`config.mk`:
```
export PLATFORM = sky130hd
export DESIGN_NAME = ga_chrom_queue
export DESIGN_NICKNAME = d
export VERILOG_FILES = /design/src/rtl/ga_chrom_queue.sv
export SDC_FILE = /design/constraint.sdc
export NUM_CORES = 1
export LEC_CHECK = 0
export ABC_AREA = 1
export CAP_MARGIN = 20
export CORE_UTILIZATION = 51
export CTS_BUF_LIST = sky130_fd_sc_hd__clkbuf_4 sky130_fd_sc_hd__clkbuf_8 sky130_fd_sc_hd__clkbuf_16
export CTS_CLUSTER_SIZE = 8
export DETAILED_ROUTE_END_ITERATION = 7
export PLACE_DENSITY = 0.76
export SKIP_CTS_REPAIR_TIMING = 1
export SYNTH_ARGS = -nofsm -noshare
export SYNTH_HDL_FRONTEND = slang
export SYNTH_SLANG_ARGS = --single-unit
```
`constraint.sdc`:
```
create_clock -name clk -period 1.9 [get_ports clk]
set_input_delay 0.285 -clock clk [delete_from_list [all_inputs] [get_ports clk]]
set_output_delay 0.285 -clock clk [all_outputs]
set_load 0.03 [all_outputs]
```
`src/rtl/ga_chrom_queue.sv`:
```
// Chromosome FIFO between the mutation stage and the population writer,
// with a per-generation pop counter that pulses gen_done after pop_size pops.
module ga_chrom_queue #(
  parameter int unsigned CHROM_W     = 32,
  parameter int unsigned QUEUE_DEPTH = 8,
  parameter int unsigned POP_W       = 8,
  parameter int          SIM_DLY     = 1
) (
  input  logic                             clk,
  input  logic                             rstn,
  input  logic                             sw_rst,
  input  logic                             queue_push,
  input  logic                             queue_chrom_sel,
  input  logic [CHROM_W-1:0]               child_chrom,
  input  logic [CHROM_W-1:0]               mut_chrom,
  input  logic [POP_W-1:0]                 pop_size,
  output logic                             out_valid,
  output logic [CHROM_W-1:0]               out_chrom,
  input  logic                             out_ack,
  output logic [$clog2(QUEUE_DEPTH):0]     queue_cnt,
  output logic                             queue_full,
  output logic                             queue_ovf,
  output logic                             gen_done
);

  localparam int unsigned AW = $clog2(QUEUE_DEPTH);
  localparam int unsigned CW = AW + 1;
  localparam logic [CW-1:0] DEPTH_C = CW'(QUEUE_DEPTH);

  // Flop delays are a simulation-only concern; the value is only range-checked here.
  if ((QUEUE_DEPTH < 2) || ((QUEUE_DEPTH & (QUEUE_DEPTH - 1)) != 0) || (SIM_DLY < 0)) begin : g_bad_param
    $error("ga_chrom_queue: QUEUE_DEPTH must be a power of two >= 2 and SIM_DLY >= 0");
  end

  typedef enum logic {GEN_IDLE_ST, GEN_FILL_ST} gen_st_e;

  logic [CHROM_W-1:0] mem_q [QUEUE_DEPTH];
  logic [AW-1:0]      wr_ptr_q, wr_ptr_d;
  logic [AW-1:0]      rd_ptr_q, rd_ptr_d;
  logic [CW-1:0]      cnt_q, cnt_d;
  logic               ovf_q, ovf_d;
  logic               pop_w, push_ok_w, push_rej_w;
  logic [CHROM_W-1:0] wr_data_w;

  gen_st_e            gen_st_q;
  logic [POP_W-1:0]   pop_cntr_q;
  logic               gen_done_q;

  always_comb begin
    pop_w      = (cnt_q != '0) && out_ack;
    push_ok_w  = queue_push && ((cnt_q != DEPTH_C) || pop_w);
    push_rej_w = queue_push && !push_ok_w;
    wr_data_w  = queue_chrom_sel ? mut_chrom : child_chrom;
    wr_ptr_d   = push_ok_w ? wr_ptr_q + AW'(1) : wr_ptr_q;
    rd_ptr_d   = pop_w ? rd_ptr_q + AW'(1) : rd_ptr_q;
    cnt_d      = cnt_q;
    if (push_ok_w && !pop_w) begin
      cnt_d = cnt_q + CW'(1);
    end else if (!push_ok_w && pop_w) begin
      cnt_d = cnt_q - CW'(1);
    end
    ovf_d = ovf_q | push_rej_w;
  end

  always_ff @(posedge clk or negedge rstn) begin
    if (!rstn) begin
      wr_ptr_q <= '0;
      rd_ptr_q <= '0;
      cnt_q    <= '0;
      ovf_q    <= 1'b0;
      for (int unsigned i = 0; i < QUEUE_DEPTH; i++) mem_q[i] <= '0;
    end else if (sw_rst) begin
      wr_ptr_q <= '0;
      rd_ptr_q <= '0;
      cnt_q    <= '0;
      ovf_q    <= 1'b0;
      for (int unsigned i = 0; i < QUEUE_DEPTH; i++) mem_q[i] <= '0;
    end else begin
      wr_ptr_q <= wr_ptr_d;
      rd_ptr_q <= rd_ptr_d;
      cnt_q    <= cnt_d;
      ovf_q    <= ovf_d;
      if (push_ok_w) mem_q[wr_ptr_q] <= wr_data_w;
    end
  end

  // ">=" lets a generation end early if pop_size shrank between generations.
  always_ff @(posedge clk or negedge rstn) begin
    if (!rstn) begin
      gen_st_q   <= GEN_IDLE_ST;
      pop_cntr_q <= '0;
      gen_done_q <= 1'b0;
    end else if (sw_rst) begin
      gen_st_q   <= GEN_IDLE_ST;
      pop_cntr_q <= '0;
      gen_done_q <= 1'b0;
    end else begin
      gen_done_q <= 1'b0;
      if (pop_w) begin
        case (gen_st_q)
          GEN_IDLE_ST: begin
            pop_cntr_q <= POP_W'(1);
            gen_st_q   <= GEN_FILL_ST;
          end
          default: begin
            if (pop_cntr_q >= pop_size - POP_W'(1)) begin
              pop_cntr_q <= '0;
              gen_done_q <= 1'b1;
              gen_st_q   <= GEN_IDLE_ST;
            end else begin
              pop_cntr_q <= pop_cntr_q + POP_W'(1);
            end
          end
        endcase
      end
    end
  end

  assign out_valid  = (cnt_q != '0);
  assign out_chrom  = mem_q[rd_ptr_q];
  assign queue_cnt  = cnt_q;
  assign queue_full = (cnt_q == DEPTH_C);
  assign queue_ovf  = ovf_q;
  assign gen_done   = gen_done_q;

endmodule

```
==> out/qor.csv, run 1 <==
stage,metric,value,unit
synth,largest family of logic cells by synthesized area,compound AO/OA/AOI/OAI gates,
drt,wl on met1,17000,um
synth,Yosys top cell by area,dfrtp_1,
synth,yosys warns,0,
power_and_ir_drop,Tot Pwr,21.7,mW
critical_path,Worst path depth,9,
drt,Routed WL per cell,18.9,um
power_and_ir_drop,Worst VDD drop,0.000813,V
synth,syn_nets,1874,
layout,fill count,2077,
power_and_ir_drop,PD cells,1170,mW/mm^2
drt,DR WL met3,3770,um
sta,Setup Viol. Count Final,32,
drt,DRT Pass-1 Iters,6,
clock_network,Worst-path clk slew,0.05,ns
grt,initial antenna violation count,0,
layout,multi-input logic area,0.00618,mm^2
layout,Synth-to-Final Area Change,32.0,%
drt,DR top layer,met4,
clock_network,Root Buffer Master,clkbuf_16,
critical_path,Worst Path Arrival,2.18,ns
place,GP Congestion,0.856,
critical_path,crit path launch type,flop,
synth,"top cells by area, synth","dfrtp_1, nand2_1, o21ai_0",
synth,post-synthesis simple-gate area fraction,0.180,
die,row cnt,60,
sta,final hold violations,0,
grt,number of global-route vias before repair,12800,
synth,complex-gate fraction of the synthesized area,0.192,
drt,post-route ant nets,0,
clock_network,htree depth,2,
synth,ys flop type,dfrtp_1,
grt,largest net degree at the start of global routing,60,
synth,Syn Area/Cell,7.87,um^2
sta,Rel. slew slack,0.589,
drt,vias per cell,5.75,
critical_path,nature of the critical path endpoint,output pin,
sta,Setup TNS Final,-14.81,ns
layout,Layout Nets,2053,
die,Die Wd,168,um
synth,XOR/XNOR share of the synthesized area,0.00437,
clock_network,CTS tree,built,
synth,Mapped Area,0.0140,mm^2
sta,RSZ-0062 raised after global routing,true,
die,Starting Density,0.520,
critical_path,CP top delay family,buffers and inverters,
critical_path,CP required,1.62,ns
sta,Slew Limit Fails,0,
place,post-detail-place hpwl,26500,um
synth,Netlist cell types,36,
sta,Tcrit/Tclk final,1.30,
layout,n_diodes,0,
layout,layout cell share with drive strength beyond 1,0.172,
outcome,run status,"complete, but fails checks",
synth,Synth top area share,0.495,
place,IO buf count,117,
drt,met2 WL,21100,um
critical_path,"Cell Chain, Critical Path",buf_12 > buf_12 > clkbuf_16 > nand2_2 > o211ai_1 > nand2_1 > nor2_1 > a31oi_2 > buf_6,
critical_path,Worst R2R Path Depth,9,
sta,FMAX,406,MHz
place,pre-CTS setup slack,-0.715,ns
drt,via count,13300,
sta,Tightest Pin Transition,0.614,ns
synth,Post-synth EDFFs,0,
clock_network,TritonCTS buffer count,40,
critical_path,CP most frequent cell,buf_12,
clock_network,clk_lat worst skew,0.52,ns
grt,"Remaining Overflow, GRT",0,
layout,"Core Util, Final",0.687,
die,I/O pin cnt,118,
die,Die Footprint,0.0282,mm^2
die,die height,168,um
sta,final worst path period need,2.46,ns
sta,Layout Skew,0.0135,ns
power_and_ir_drop,Leakage,8.25,nW
layout,register area,0.00694,mm^2
job,max cap viols,0,
drt,Final Routed Wirelength,43500,um
clock_network,CTS sink count,277,
sta,post-layout worst setup margin,-0.564,ns
grt,GRT Util Overall,0.299,
critical_path,Critical path buffers and inverters,4,
drt,residual DRC count,0,
synth,"Seq/Total Area, Yosys",0.495,
hold_path,Hold Path Class,in2async,
synth,ys async rst share,1.00,
synth,Synth Register Bits,277,
outcome,violated checks,negative setup slack,
die,core area,0.0270,mm^2
critical_path,kind of critical path,reg2out,
drt,DR iter-0 viols,1429,
synth,post-synthesis mux area share,0.0164,
grt,first-pass GRT wire length,66800,um
critical_path,Max stage delay on crit path,0.51,ns
synth,adder-cell share of the synthesized area,0.0139,
critical_path,CP max stage cell,dfrtp_4,
synth,Post-Syn Instances,1781,
critical_path,top fanout value on the critical path,8,
clock_network,CTS Buffer Depth,3,
## cells in the mapped netlist, types with 3 or more instances
cell type,instances
xor2_1,4
nor2_4,7
o21ai_1,110
dfrtp_1,277
nand2_1,448
o211ai_1,27
o21a_1,3
o22ai_1,7
or2_2,7
ha_1,14
buf_2,55
nor2_1,92
nand3b_1,21
inv_2,7
buf_6,5
nand3_1,14
o21ai_0,227
o21ai_2,3
inv_1,227
buf_1,13
clkbuf_1,31
mux2i_1,23
xnor2_1,3
nor2_2,6
nor3_1,3
a21oi_1,107
a31oi_1,28
## worst paths after layout
check | slack (ns) | end | startpoint
setup / recovery | -0.56 | out_chrom[12] | rd_ptr_q[0]$_DFFE_PN0P_
hold / removal | 0.26 | mem_q[197]$_DFFE_PN0P_ | rstn
setup reg to reg | 0.06 | mem_q[40]$_DFFE_PN0P_ | queue_cnt[2]$_DFFE_PN0P_
hold reg to reg | 0.47 | mem_q[246]$_DFFE_PN0P_ | mem_q[246]$_DFFE_PN0P_
max in group asynchronous | 0.95 | mem_q[141]$_DFFE_PN0P_ | rstn
min in group clk | 0.38 | queue_cnt[1]$_DFFE_PN0P_ | sw_rst
## sequential cells by signal, indices dropped and copies added, names as in the netlist
| name | count |
|---|---|
| pop_cntr_q | 8 |
| queue_cnt | 4 |
| wr_ptr_q | 3 |
| rd_ptr_q | 3 |
| mem_q | 256 |
| queue_ovf | 1 |
| gen_st_q | 1 |
| gen_done | 1 |
## cell type report
| cell class | instances | area share |
|---|---|---|
| sequential | 277 | 0.375 |
| multi-input combinational | 1164 | 0.334 |
| timing repair buffer | 243 | 0.162 |
| clock buffer | 45 | 0.0571 |
| inverter | 234 | 0.0481 |
| tap | 341 | 0.0231 |
| clock inverter | 3 | 0.00122 |
## cells in the final DEF (no fill, tap or decap), types with 10 or more instances in the layout
cell and instances:
o21ai_0 174, mux2i_1 23, clkbuf_16 48, a21oi_1 89, nor2_2 17, o21ai_1 159, nand3_1 12, nand3b_1 21
clkdlybuf4s50_1 73, dfrtp_1 270, inv_1 225, nand2_1 436, nor2_1 78, nand2_2 11, a31oi_2 24, buf_4 74
o211ai_1 27, a21oi_2 18, buf_12 53, nor2_4 10, ha_1 10, buf_6 20
## metrics by stage
step           area, um^2  hold WS (ns)  cells
2_1_floorplan       14200       -0.0106   1781
3_3_place_gp        16700         0.217   2238
3_5_place_dp        16700         0.218   2238
4_1_cts             17800        -0.330   2286
5_1_grt             18500         0.292   2307
6_report            18500         0.265   2307
## routing by layer
layer / global-route usage / vias to the layer above
met4: 0.108 / 0
met3: 0.0555 / 135
met2: 0.500 / 667
li1: - / 6100
met1: 0.390 / 6371
met5: 0 / -
## power by group
part	switching [mW]	leakage (nW)	total (mW)	internal, mW
Clock	2.51	0.537	6.38	3.87
Combinational	5.02	3.89	8.94	3.92
Sequential	0.208	3.83	6.38	6.18
## logic make-up (layout without fill, tap and decap cells)
logic type / after synthesis / in the layout
muxes: 23 / 23
DFF: 277 / 277
xor gates and xnor gates: 7 / 7
buffers and inverters: 340 / 525
AOI/OAI and AO/OA: 512 / 512
adders and majority gates: 15 / 15
and+or+nand+nor: 607 / 607
Power figures use the tool's default switching activity.
==> inputs of run 2 (changes only) <==
--- a/config.mk
+++ b/config.mk
@@ -11,7 +11,9 @@
 export CTS_BUF_LIST = sky130_fd_sc_hd__clkbuf_4 sky130_fd_sc_hd__clkbuf_8 sky130_fd_sc_hd__clkbuf_16
 export CTS_CLUSTER_SIZE = 8
 export DETAILED_ROUTE_END_ITERATION = 7
-export PLACE_DENSITY = 0.76
+export PLACE_DENSITY = 0.85
+export RECOVER_POWER = 50
+export SETUP_SLACK_MARGIN = 0.15
 export SKIP_CTS_REPAIR_TIMING = 1
 export SYNTH_ARGS = -nofsm -noshare
 export SYNTH_HDL_FRONTEND = slang
==> run 2 against run 1 <==
Effect of this change:
- first-iteration DRC count up 6.9%
- total power up 1.5%
- setup slack better by 0.018 ns
- non-clock buffer count up 11
- utilization up 0.52 points
- sequential cell count unchanged
- register-to-register slack worse by 0.33 ns
- global-route usage up 0.51 points
- clock power about the same
- sequential power about the same
- the run ends with max-capacitance violations, max-slew violations, negative setup slack left
- maximum frequency up 0.73%
- routed wire length up 5.6%
==> out/qor.csv, run 2 (synthesis results as in run 1) <==
stage,metric,value,unit
job,max cap viols,1,
power_and_ir_drop,Tot Pwr,22.0,mW
clock_network,Root Buffer Master,clkbuf_16,
clock_network,htree depth,2,
critical_path,kind of critical path,reg2out,
grt,number of global-route vias before repair,13600,
sta,Tightest Pin Transition,1.61,ns
drt,DRT Pass-1 Iters,6,
drt,post-route ant nets,0,
clock_network,CTS Buffer Depth,3,
layout,"commonest non-fill, non-tap cell in the layout",nand2_1,
layout,register area,0.00694,mm^2
grt,"Remaining Overflow, GRT",0,
layout,multi-input logic area,0.00634,mm^2
grt,first-pass GRT wire length,68300,um
clock_network,TritonCTS buffer count,40,
power_and_ir_drop,Int Pwr,14.0,mW
drt,DR iter-0 viols,1528,
power_and_ir_drop,Reg power frac,0.291,
place,GP Congestion,0.891,
clock_network,clk_lat worst skew,0.53,ns
clock_network,CTS sink count,277,
drt,Final Routed Wirelength,46000,um
critical_path,top fanout value on the critical path,40,
sta,post-layout worst setup margin,-0.546,ns
sta,RSZ-0062 raised after global routing,true,
die,Starting Density,0.520,
layout,Largest register FFs,256,
outcome,violated checks,"max-capacitance violations, max-slew violations, negative setup slack",
drt,vias per cell,5.97,
hold_path,Hold Path Class,in2reg,
layout,Synth-to-Final Area Change,33.0,%
sta,Rel. slew slack,-0.0730,
power_and_ir_drop,Comb pwr share,0.420,
clock_network,Worst-path clk slew,0.05,ns
layout,fill count,1848,
sta,Hold WS,0.359,ns
place,IO buf count,117,
critical_path,nature of the critical path endpoint,output pin,
power_and_ir_drop,switch share,0.365,
die,row cnt,60,
layout,Top reg by flops,mem_q,
sta,Layout Skew,0.0216,ns
sta,FMAX,409,MHz
drt,via count,13800,
power_and_ir_drop,Leakage,8.34,nW
die,I/O pin cnt,118,
critical_path,flop-to-flop setup slack,-0.27,ns
place,post-detail-place hpwl,27600,um
layout,n_diodes,0,
drt,residual DRC count,0,
critical_path,CP required,1.62,ns
layout,layout cell share with drive strength beyond 1,0.173,
grt,initial antenna violation count,0,
sta,Slew Limit Fails,50,
die,Die Wd,168,um
sta,final worst path period need,2.45,ns
power_and_ir_drop,clock power share,0.289,
die,die height,168,um
drt,Routed WL per cell,19.8,um
layout,most frequent cells in the layout,"nand2_1, dfrtp_1, inv_1, o21ai_0, o21ai_1",
outcome,run status,"complete, but fails checks",
grt,GRT Util Overall,0.304,
critical_path,crit path launch type,flop,
die,core area,0.0270,mm^2
die,Die Footprint,0.0282,mm^2
place,pre-CTS setup slack,-0.541,ns
sta,final hold violations,0,
clock_network,CTS tree,built,
power_and_ir_drop,Worst VDD drop,0.000947,V
critical_path,Worst Path Arrival,2.16,ns
sta,Setup TNS Final,-54.67,ns
sta,Setup Viol. Count Final,250,
grt,largest net degree at the start of global routing,58,
layout,Layout Nets,2064,
power_and_ir_drop,NetSw,8.04,mW
power_and_ir_drop,PD cells,1180,mW/mm^2
sta,Tcrit/Tclk final,1.29,
==> run 2: cell count changes in the layout (fill, tap and decap cells not counted), sizes merged <==
cell / before / now
inv: 236 / 235
dlymetal6s2s: 8 / 12
clkinv: 1 / 2
clkbuf: 52 / 58
clkdlybuf4s50: 73 / 68
buf: 154 / 160
==> run 2: through the flow <==
stage / area [um^2] / instances / utilization
after detailed placement: 16900 / 2250 / 0.628
after floorplan: 14500 / 1781 / -
after global placement: 16900 / 2250 / 0.628
after global routing: 18600 / 2318 / 0.692
final: 18600 / 2318 / 0.692
after CTS: 18000 / 2298 / 0.668
==> run 2: cell type report <==
class / instances / share of cell area
sequential: 277 / 0.372
multi-input combinational: 1164 / 0.340
timing repair buffer: 254 / 0.158
clock buffer: 45 / 0.0566
inverter: 234 / 0.0484
tap: 341 / 0.0229
clock inverter: 3 / 0.00121
==> run 2: worst max-delay path, cell delays in order, from the launching register on <==
cell and delay (ns):
dfrtp_4 0.51, buf_12 0.17, buf_12 0.17, a21oi_1 0.17, o21ai_1 0.10, nand2_1 0.09
nor2_1 0.07, a31oi_4 0.21, buf_12 0.15
==> run 2: worst paths after layout <==
check,start,endpoint,cells past startpoint
min in group asynchronous,rstn,mem_q[133]$_DFFE_PN0P_,2
hold reg to reg,mem_q[33]$_DFFE_PN0P_,mem_q[33]$_DFFE_PN0P_,2
max in group asynchronous,rstn,rd_ptr_q[0]$_DFFE_PN0P_,2
setup / recovery,rd_ptr_q[0]$_DFFE_PN0P_,out_chrom[24],8
hold / removal,sw_rst,wr_ptr_q[0]$_DFFE_PN0P_,4
setup reg to reg,queue_cnt[3]$_DFFE_PN0P_,mem_q[212]$_DFFE_PN0P_,9
==> run 2: routing by layer <==
layer  GRT usage  part of all wire  vias to the layer above
li1            -                 -                     6114
met1       0.389              0.36                     6518
met2       0.510              0.48                      950
met3      0.0454              0.12                      247
met4       0.146             0.051                        0
met5           0                 0                        -
==> run 2: power by group through the flow <==
stage | logic (mW) | clock network [mW] | registers, mW
6_report | 9.25 | 6.36 | 6.41
5_1_grt | 9.70 | 6.62 | 6.43
4_1_cts | 7.87 | 6.34 | 6.44
3_5_place_dp | 7.79 | 0 | 6.53
3_3_place_gp | 7.61 | 0 | 6.51
2_1_floorplan | 4.63 | 0 | 6.49
